`src/rtl/data_bus_master_pkg.sv`:
```
// Shared types and constants for the data bus master: FSM states, error bit
// indices, default parameters and the registered command payload.
package data_bus_master_pkg;

    localparam int unsigned ADDR_W = 32;
    localparam int unsigned DATA_W = 32;
    localparam int unsigned BE_W   = 4;
    localparam int unsigned ERR_W  = 2;

    localparam int unsigned ERR_UNEXP_RVALID = 0;
    localparam int unsigned ERR_TIMEOUT      = 1;

    localparam int unsigned DEF_MAX_OUTSTANDING = 2;
    localparam int unsigned DEF_TIMEOUT_CYCLES  = 1024;

    typedef enum logic {
        IDLE = 1'b0,
        REQ  = 1'b1
    } state_e;

    typedef struct packed {
        logic              we;
        logic [ADDR_W-1:0] addr;
        logic [BE_W-1:0]   be;
        logic [DATA_W-1:0] wdata;
    } cmd_t;

endpackage

```
`src/rtl/data_bus_master_fifo.sv`:
```
// In-order tracking FIFO for granted requests; tolerates push and pop in the
// same cycle even when full.
module data_bus_master_fifo #(
    parameter int unsigned DEPTH = 2,
    parameter int unsigned WIDTH = 1
) (
    input  logic             clk_i,
    input  logic             rst_i,
    input  logic             push_i,
    input  logic [WIDTH-1:0] wdata_i,
    input  logic             pop_i,
    output logic [WIDTH-1:0] rdata_c_o,
    output logic             full_c_o,
    output logic             empty_c_o
);

    localparam int unsigned PTR_W = (DEPTH > 1) ? $clog2(DEPTH) : 1;
    localparam int unsigned CNT_W = $clog2(DEPTH + 1);

    logic [WIDTH-1:0] mem_q [DEPTH];
    logic [PTR_W-1:0] wr_ptr_q;
    logic [PTR_W-1:0] rd_ptr_q;
    logic [CNT_W-1:0] cnt_q;
    logic             do_push;
    logic             do_pop;

    // Pointer wrap that also works for non power-of-two depths.
    function automatic logic [PTR_W-1:0] ptr_inc(input logic [PTR_W-1:0] p);
        return (p == PTR_W'(DEPTH - 1)) ? '0 : p + PTR_W'(1);
    endfunction

    assign empty_c_o = (cnt_q == '0);
    assign full_c_o  = (cnt_q == CNT_W'(DEPTH));
    assign do_pop    = pop_i && !empty_c_o;
    assign do_push   = push_i && (!full_c_o || do_pop);
    assign rdata_c_o = mem_q[rd_ptr_q];

    always_ff @(posedge clk_i) begin
        if (rst_i) begin
            wr_ptr_q <= '0;
            rd_ptr_q <= '0;
            cnt_q    <= '0;
            for (int unsigned i = 0; i < DEPTH; i++) begin
                mem_q[i] <= '0;
            end
        end else begin
            if (do_push) begin
                mem_q[wr_ptr_q] <= wdata_i;
                wr_ptr_q        <= ptr_inc(wr_ptr_q);
            end
            if (do_pop) begin
                rd_ptr_q <= ptr_inc(rd_ptr_q);
            end
            if (do_push != do_pop) begin
                cnt_q <= do_push ? cnt_q + CNT_W'(1) : cnt_q - CNT_W'(1);
            end
        end
    end

endmodule

```
`src/rtl/data_bus_master.sv`:
```
// Single-initiator data bus master with in-order response tracking.
// Define DATA_BUS_MASTER_TIMEOUT_EN to enable the grant-to-rvalid timeout (err_o[1]).
module data_bus_master
    import data_bus_master_pkg::*;
#(
    parameter int unsigned MAX_OUTSTANDING = DEF_MAX_OUTSTANDING,
    parameter int unsigned TIMEOUT_CYCLES  = DEF_TIMEOUT_CYCLES
) (
    input  logic              clk_i,
    input  logic              rst_i,
    input  logic              cmd_valid_i,
    output logic              cmd_ready_o,
    input  logic              cmd_we_i,
    input  logic [ADDR_W-1:0] cmd_addr_i,
    input  logic [BE_W-1:0]   cmd_be_i,
    input  logic [DATA_W-1:0] cmd_wdata_i,
    output logic              data_req_o,
    input  logic              data_gnt_i,
    output logic [ADDR_W-1:0] data_addr_o,
    output logic              data_we_o,
    output logic [BE_W-1:0]   data_be_o,
    output logic [DATA_W-1:0] data_wdata_o,
    input  logic              data_rvalid_i,
    input  logic [DATA_W-1:0] data_rdata_i,
    output logic              rsp_valid_o,
    output logic              rsp_we_o,
    output logic [DATA_W-1:0] rsp_rdata_o,
    output logic [ERR_W-1:0]  err_o,
    output logic              idle_o
);

    localparam int unsigned CNT_W = $clog2(MAX_OUTSTANDING + 1);

    state_e             state_q, state_d;
    cmd_t               bus_q, bus_d;
    logic               req_q, req_d;
    logic [CNT_W-1:0]   cnt_q, cnt_d;
    logic               ready_q, ready_d;
    logic               idle_q, idle_d;
    logic               rsp_valid_q, rsp_valid_d;
    logic               rsp_we_q, rsp_we_d;
    logic [DATA_W-1:0]  rsp_rdata_q, rsp_rdata_d;
    logic [ERR_W-1:0]   err_q, err_d;

    logic               gnt_ok;
    logic               fifo_push;
    logic               fifo_pop;
    logic               fifo_we;
    logic               fifo_full;
    logic               fifo_empty;
    logic               unexp_rvalid;
    logic               tmo_hit;

    data_bus_master_fifo #(
        .DEPTH (MAX_OUTSTANDING),
        .WIDTH (1)
    ) u_we_fifo (
        .clk_i     (clk_i),
        .rst_i     (rst_i),
        .push_i    (fifo_push),
        .wdata_i   (bus_q.we),
        .pop_i     (fifo_pop),
        .rdata_c_o (fifo_we),
        .full_c_o  (fifo_full),
        .empty_c_o (fifo_empty)
    );

    // Request FSM: latch command on accept, hold it on the bus until granted.
    always_comb begin
        state_d = state_q;
        req_d   = req_q;
        bus_d   = bus_q;
        gnt_ok  = 1'b0;
        unique case (state_q)
            IDLE: begin
                if (cmd_valid_i && cmd_ready_o) begin
                    state_d     = REQ;
                    req_d       = 1'b1;
                    bus_d.we    = cmd_we_i;
                    bus_d.addr  = cmd_addr_i;
                    bus_d.be    = cmd_be_i;
                    bus_d.wdata = cmd_wdata_i;
                end
            end
            REQ: begin
                if (data_gnt_i) begin
                    gnt_ok  = 1'b1;
                    state_d = IDLE;
                    req_d   = 1'b0;
                end
            end
            default: begin
                state_d = IDLE;
                req_d   = 1'b0;
            end
        endcase
    end

    // Outstanding tracking, response capture and status for the next cycle.
    always_comb begin
        fifo_pop     = data_rvalid_i && !fifo_empty;
        unexp_rvalid = data_rvalid_i && fifo_empty;
        fifo_push    = gnt_ok && (!fifo_full || fifo_pop);
        cnt_d        = cnt_q;
        if (fifo_push && !fifo_pop) begin
            cnt_d = cnt_q + CNT_W'(1);
        end else if (fifo_pop && !fifo_push) begin
            cnt_d = cnt_q - CNT_W'(1);
        end
        ready_d     = (state_d == IDLE) && (cnt_d < CNT_W'(MAX_OUTSTANDING));
        idle_d      = (state_d == IDLE) && (cnt_d == '0);
        rsp_valid_d = fifo_pop;
        rsp_we_d    = fifo_pop && fifo_we;
        rsp_rdata_d = (fifo_pop && !fifo_we) ? data_rdata_i : '0;
    end

    always_comb begin
        err_d = err_q;
        if (unexp_rvalid) begin
            err_d[ERR_UNEXP_RVALID] = 1'b1;
        end
        if (tmo_hit) begin
            err_d[ERR_TIMEOUT] = 1'b1;
        end
    end

`ifdef DATA_BUS_MASTER_TIMEOUT_EN
    localparam int unsigned TMO_W = $clog2(TIMEOUT_CYCLES + 1);

    logic [TMO_W-1:0] tmo_q, tmo_d;

    // Counts from the grant edge so err_o[1] shows TIMEOUT_CYCLES after the grant.
    always_comb begin
        tmo_d = tmo_q;
        if (data_rvalid_i || (cnt_d == '0)) begin
            tmo_d = '0;
        end else if (tmo_q != TMO_W'(TIMEOUT_CYCLES)) begin
            tmo_d = tmo_q + TMO_W'(1);
        end
    end

    always_ff @(posedge clk_i) begin
        if (rst_i) begin
            tmo_q <= '0;
        end else begin
            tmo_q <= tmo_d;
        end
    end

    assign tmo_hit = (tmo_d == TMO_W'(TIMEOUT_CYCLES));
`else
    // Timeout supervision compiled out; the limit only keeps the parameter referenced.
    assign tmo_hit = 1'b0 && (TIMEOUT_CYCLES != 0);
`endif

    // cmd_ready_o stays low for the first cycle out of reset.
    always_ff @(posedge clk_i) begin
        if (rst_i) begin
            state_q     <= IDLE;
            bus_q       <= '0;
            req_q       <= 1'b0;
            cnt_q       <= '0;
            ready_q     <= 1'b0;
            idle_q      <= 1'b1;
            rsp_valid_q <= 1'b0;
            rsp_we_q    <= 1'b0;
            rsp_rdata_q <= '0;
            err_q       <= '0;
        end else begin
            state_q     <= state_d;
            bus_q       <= bus_d;
            req_q       <= req_d;
            cnt_q       <= cnt_d;
            ready_q     <= ready_d;
            idle_q      <= idle_d;
            rsp_valid_q <= rsp_valid_d;
            rsp_we_q    <= rsp_we_d;
            rsp_rdata_q <= rsp_rdata_d;
            err_q       <= err_d;
        end
    end

    assign cmd_ready_o  = ready_q;
    assign data_req_o   = req_q;
    assign data_addr_o  = bus_q.addr;
    assign data_we_o    = bus_q.we;
    assign data_be_o    = bus_q.be;
    assign data_wdata_o = bus_q.wdata;
    assign rsp_valid_o  = rsp_valid_q;
    assign rsp_we_o     = rsp_we_q;
    assign rsp_rdata_o  = rsp_rdata_q;
    assign err_o        = err_q;
    assign idle_o       = idle_q;

endmodule

```
`config.mk`:
```
export PLATFORM = sky130hd
export DESIGN_NAME = data_bus_master
export DESIGN_NICKNAME = d
export VERILOG_FILES = /design/src/rtl/data_bus_master_pkg.sv /design/src/rtl/data_bus_master_fifo.sv /design/src/rtl/data_bus_master.sv
export SDC_FILE = /design/constraint.sdc
export NUM_CORES = 1
export LEC_CHECK = 0
export BUFFER_PORTS_ARGS = -buffer_cell sky130_fd_sc_hd__buf_2
export CAP_MARGIN = 25
export CELL_PAD_IN_SITES_DETAIL_PLACEMENT = 0
export CELL_PAD_IN_SITES_GLOBAL_PLACEMENT = 1
export CORE_ASPECT_RATIO = 1.4
export CORE_MARGIN = 2
export CORE_UTILIZATION = 30
export CTS_BUF_LIST = sky130_fd_sc_hd__clkbuf_4 sky130_fd_sc_hd__clkbuf_8
export CTS_CLUSTER_DIAMETER = 150
export DETAILED_ROUTE_END_ITERATION = 8
export GPL_TIMING_DRIVEN = 0
export PLACE_DENSITY_LB_ADDON = 0.08
export SLEW_MARGIN = 20
export SYNTH_ARGS = -nofsm -noshare
export SYNTH_HDL_FRONTEND = slang
export SYNTH_HIERARCHICAL = 1
export SYNTH_SLANG_ARGS = --single-unit
```
`constraint.sdc`:
```
create_clock -name clk_i -period 4.3 [get_ports clk_i]
set_input_delay 0.215 -clock clk_i [delete_from_list [all_inputs] [get_ports clk_i]]
set_output_delay 0.215 -clock clk_i [all_outputs]
set_load 0.01 [all_outputs]
```
==> flow_summary.json <==
{
  "leakagePower_nw": 2.842,
  "rsz0062_at_grt": "no",
  "p_sw_mw": 0.5756,
  "io_buffers": 212,
  "grt_pass1_vias": 3696,
  "clk_latency_ns": 0.41,
  "slew_headroom_pct": 55.94,
  "grt-ovfl-total": 0,
  "drt_first_pass_iters": 4,
  "finalWorstPathRequiredPeriod_ns": 1.824,
  "async_flop_share_pct": 0,
  "report.final.slew_viol_count": 0,
  "grt_use_met2_pct": 26.95,
  "grt_pass1_wl_um": 17420,
  "hold_path_depth": 3,
  "avgSynthCellArea_um2": 8.855,
  "synthesis.area_mm2": 0.003914,
  "cts_buffer_depth": 2,
  "die_h_um": 139.1,
  "grt_max_degree": 17,
  "num_antenna_cells": 0,
  "yosys_register_bits": 117,
  "synth_cell_types": 34,
  "drc": 0,
  "avgViaCountPerCell": 4.333,
  "clockRootBuffer": "clkbuf_8",
  "hold_viol": 0,
  "seq_power_share_pct": 47.3,
  "worstPathArrival_ns": 1.94,
  "fmax_ghz": 0.5482,
  "reg2reg_depth": 5,
  "die_area_mm2": 0.01399,
  "drive_above_1_share_pct": 36.25,
  "clk_pin_slew_worst_paths_ns": 0.07,
  "synth_nets": 548,
  "fin_tns_setup_ns": 0,
  "synth_ff_type": "dfxtp_1",
  "ant_nets": 0,
  "worstSetupPathType": "flip-flop to flip-flop",
  "floorplan.initialDensity_pct": 30.54,
  "worst_pin_slew_ns": 0.6559,
  "htreeDepth": 4,
  "antenna_found_initial": 0,
  "wl_um": 10880,
  "io_pins": 214,
  "fin_cells": 873,
  "postSynthCellCount": 442,
  "end_kind": "flip-flop",
  "row_count": 49,
  "ir_drop_mv": 0.2143,
  "hpwl_um": 8090,
  "grt_use_total_pct": 15.82,
  "status": "complete, no violations",
  "grt_busiest_layer": "met2",
  "min-delay-path-class": "input port to flip-flop",
  "critical-path-max-stage-delay_ns": 0.46,
  "worstPathMaxFanout": 8,
  "hold-path-endpoint": "data_addr_o[27]",
  "gp_congestion": 0.7403,
  "holdCritStartpoint": "cmd_addr_i[27]",
  "grt_use_met1_pct": 16.73,
  "ff2ff_setup_slack_ns": 2.48,
  "cp_slowest_cell": "dfxtp_1",
  "cap_violations": 0,
  "die_w_um": 100.5,
  "cts_sinks": 117,
  "final-setup-viol-count": 0,
  "p_int_mw": 1.862,
  "wire_per_inst_um": 12.47,
  "startpoint_type": "flip-flop",
  "yosysSeqAreaShare_pct": 60.36,
  "drtIter0Drc": 92,
  "r2r-end": "u_we_fifo/mem_q[0]",
  "post_cts_buffers": 0,
  "yosys_warnings": 6,
  "tritoncts": "yes",
  "synth-edff-count": 2,
  "path_cells": "nor2_1, nand2b_4, a21oi_1, nand2_2, o21bai_1",
  "p_clk_share_pct": 42.2,
  "nets": 814,
  "p_per_area_mw_per_mm2": 411.5,
  "swShare_pct": 23.61,
  "coreArea_mm2": 0.01281,
  "skew_ns": 0.006868,
  "pwr-share-comb_pct": 10.5,
  "synthToLayoutAreaGrowth_pct": 51.34,
  "place_inst": 807,
  "r2r-start": "u_we_fifo/cnt_q[0]",
  "cp.required_ns": 4.41,
  "grtUsageMet3_pct": 6.502,
  "cts_buffers": 17,
  "via_count": 3783,
  "fillers": 1302,
  "fin_crit_sh_pct": 42.43
}
-- routing by layer --
| layer | vias up | part of all wire, % |
|---|---|---|
| met3 | 13 | 8.4 |
| li1 | 1945 | - |
| met1 | 1673 | 39 |
| met5 | - | 0 |
| met4 | 0 | 2.1 |
| met2 | 152 | 50 |
-- power by group through the flow --
| stage | clock network [mW] | registers [mW] | logic, mW |
|---|---|---|---|
| floorplan | 0 | 1.20 | 0.0970 |
| global placement | 0 | 1.18 | 0.234 |
| detailed placement | 0 | 1.18 | 0.236 |
| CTS | 1.07 | 1.15 | 0.261 |
| global route | 1.12 | 1.16 | 0.288 |
| finish | 1.03 | 1.15 | 0.256 |
-- synth_stat cells, types with 2 or more instances --
library cell,instances,area share [%]
inv_1,2,0.19
and2_1,35,5.6
edfxtp_1,2,1.5
o21ai_0,2,0.26
nand2_1,141,14
buf_2,7,0.90
dfxtp_1,115,59
xor2_1,3,0.67
clkbuf_1,18,1.7
buf_4,3,0.58
nand2b_1,3,0.48
nor2b_1,3,0.48
nor2_1,8,0.77
a21oi_1,74,9.5
nor3_1,5,0.64
nand3_1,3,0.38
-- what timing repair did --
action                                 4_1_cts  5_1_grt
hold buffers                                35        0
setup endpoints to repair                    0        0
gates resized for setup                      0        0
endpoints found under the hold margin       35        0
-- cells in the final DEF, fill, tap and decap left out, types with 2 or more instances in the layout --
cell	n
dlygate4sd3_1	35
buf_2	219
xor2_1	3
edfxtp_1	2
nand2b_1	3
clkbuf_4	2
nand2_1	141
bufinv_16	3
nor3_1	5
nand3_1	3
o21ai_0	2
nor2b_1	3
buf_4	3
nor2_1	8
and2_1	35
a21oi_1	74
dfxtp_1	115
clkbuf_8	19
clkbuf_1	18
inv_1	2
clkinv_2	5
clkinvlp_4	2
-- metrics by stage --
step / instance area [um2] / setup WS, ns / util, % / power (mW) / hold WS [ns]
CTS: 5923 / 2.440 / 46.23 / 2.483 / 0.00003925
finish: 5923 / 2.476 / 46.23 / 2.437 / 0.03541
global placement: 5166 / 2.504 / 40.32 / 1.409 / 0.4147
detailed placement: 5166 / 2.464 / 40.32 / 1.413 / 0.4171
global route: 5923 / 2.296 / 46.23 / 2.564 / 0.003959
floorplan: 3914 / 2.663 / - / 1.293 / 0.3367
-- how the worst max path moves through the flow --
stage                       start            endpoint  slack [ns]  depth (start not counted)
2_1_floorplan  u_we_fifo/cnt_q[1]  u_we_fifo/wr_ptr_q        2.66                          7
3_3_place_gp   u_we_fifo/cnt_q[0]     rsp_rdata_o[16]        2.50                          5
3_5_place_dp   u_we_fifo/cnt_q[0]     rsp_rdata_o[20]        2.46                          5
4_1_cts        u_we_fifo/cnt_q[0]     rsp_rdata_o[19]        2.44                          5
5_1_grt        u_we_fifo/cnt_q[0]     rsp_rdata_o[11]        2.30                          5
6_report       u_we_fifo/cnt_q[0]  u_we_fifo/mem_q[0]        2.48                          5
-- layout make-up --
type                            count  area [um2]  share of cell area, %
Sequential cell                   117        2362                  39.88
Multi-Input combinational cell    293        1411                  23.83
Timing Repair Buffer              247        1411                  23.83
Clock buffer                       21       276.5                  4.668
Tap cell                          153       191.4                  3.232
Clock inverter                     10       130.1                  2.197
Buffer                             29       128.9                  2.176
Inverter                            3       11.26                 0.1901
-- sequential cells by signal, summed over array words and instances (netlist names), 2 cells and up, named ones only --
name and flops:
cnt_q 2, data_addr_o 32, data_be_o 4, data_wdata_o 32, rsp_rdata_o 32, u_we_fifo/cnt_q 2
u_we_fifo/mem_q 2
-- critical path: cells and delay by family, from the launching register on --
| kind | cells | cell delay, ns |
|---|---|---|
| AO/OA/AOI/OAI | 2 | 0.63 |
| flip-flops | 1 | 0.46 |
| AND/OR/NAND/NOR | 3 | 0.43 |
-- kinds of logic after synthesis --
kind of cell | after synthesis | share of synthesized area (%)
other cells | 1 | 0.09582
flops | 117 | 60.36
mux | 3 | 0.9270
buf+inv | 32 | 3.580
simple gates | 203 | 22.95
compound gates | 82 | 11.19
xor+xnor | 4 | 0.8953
(Power assumes the default switching activity.)
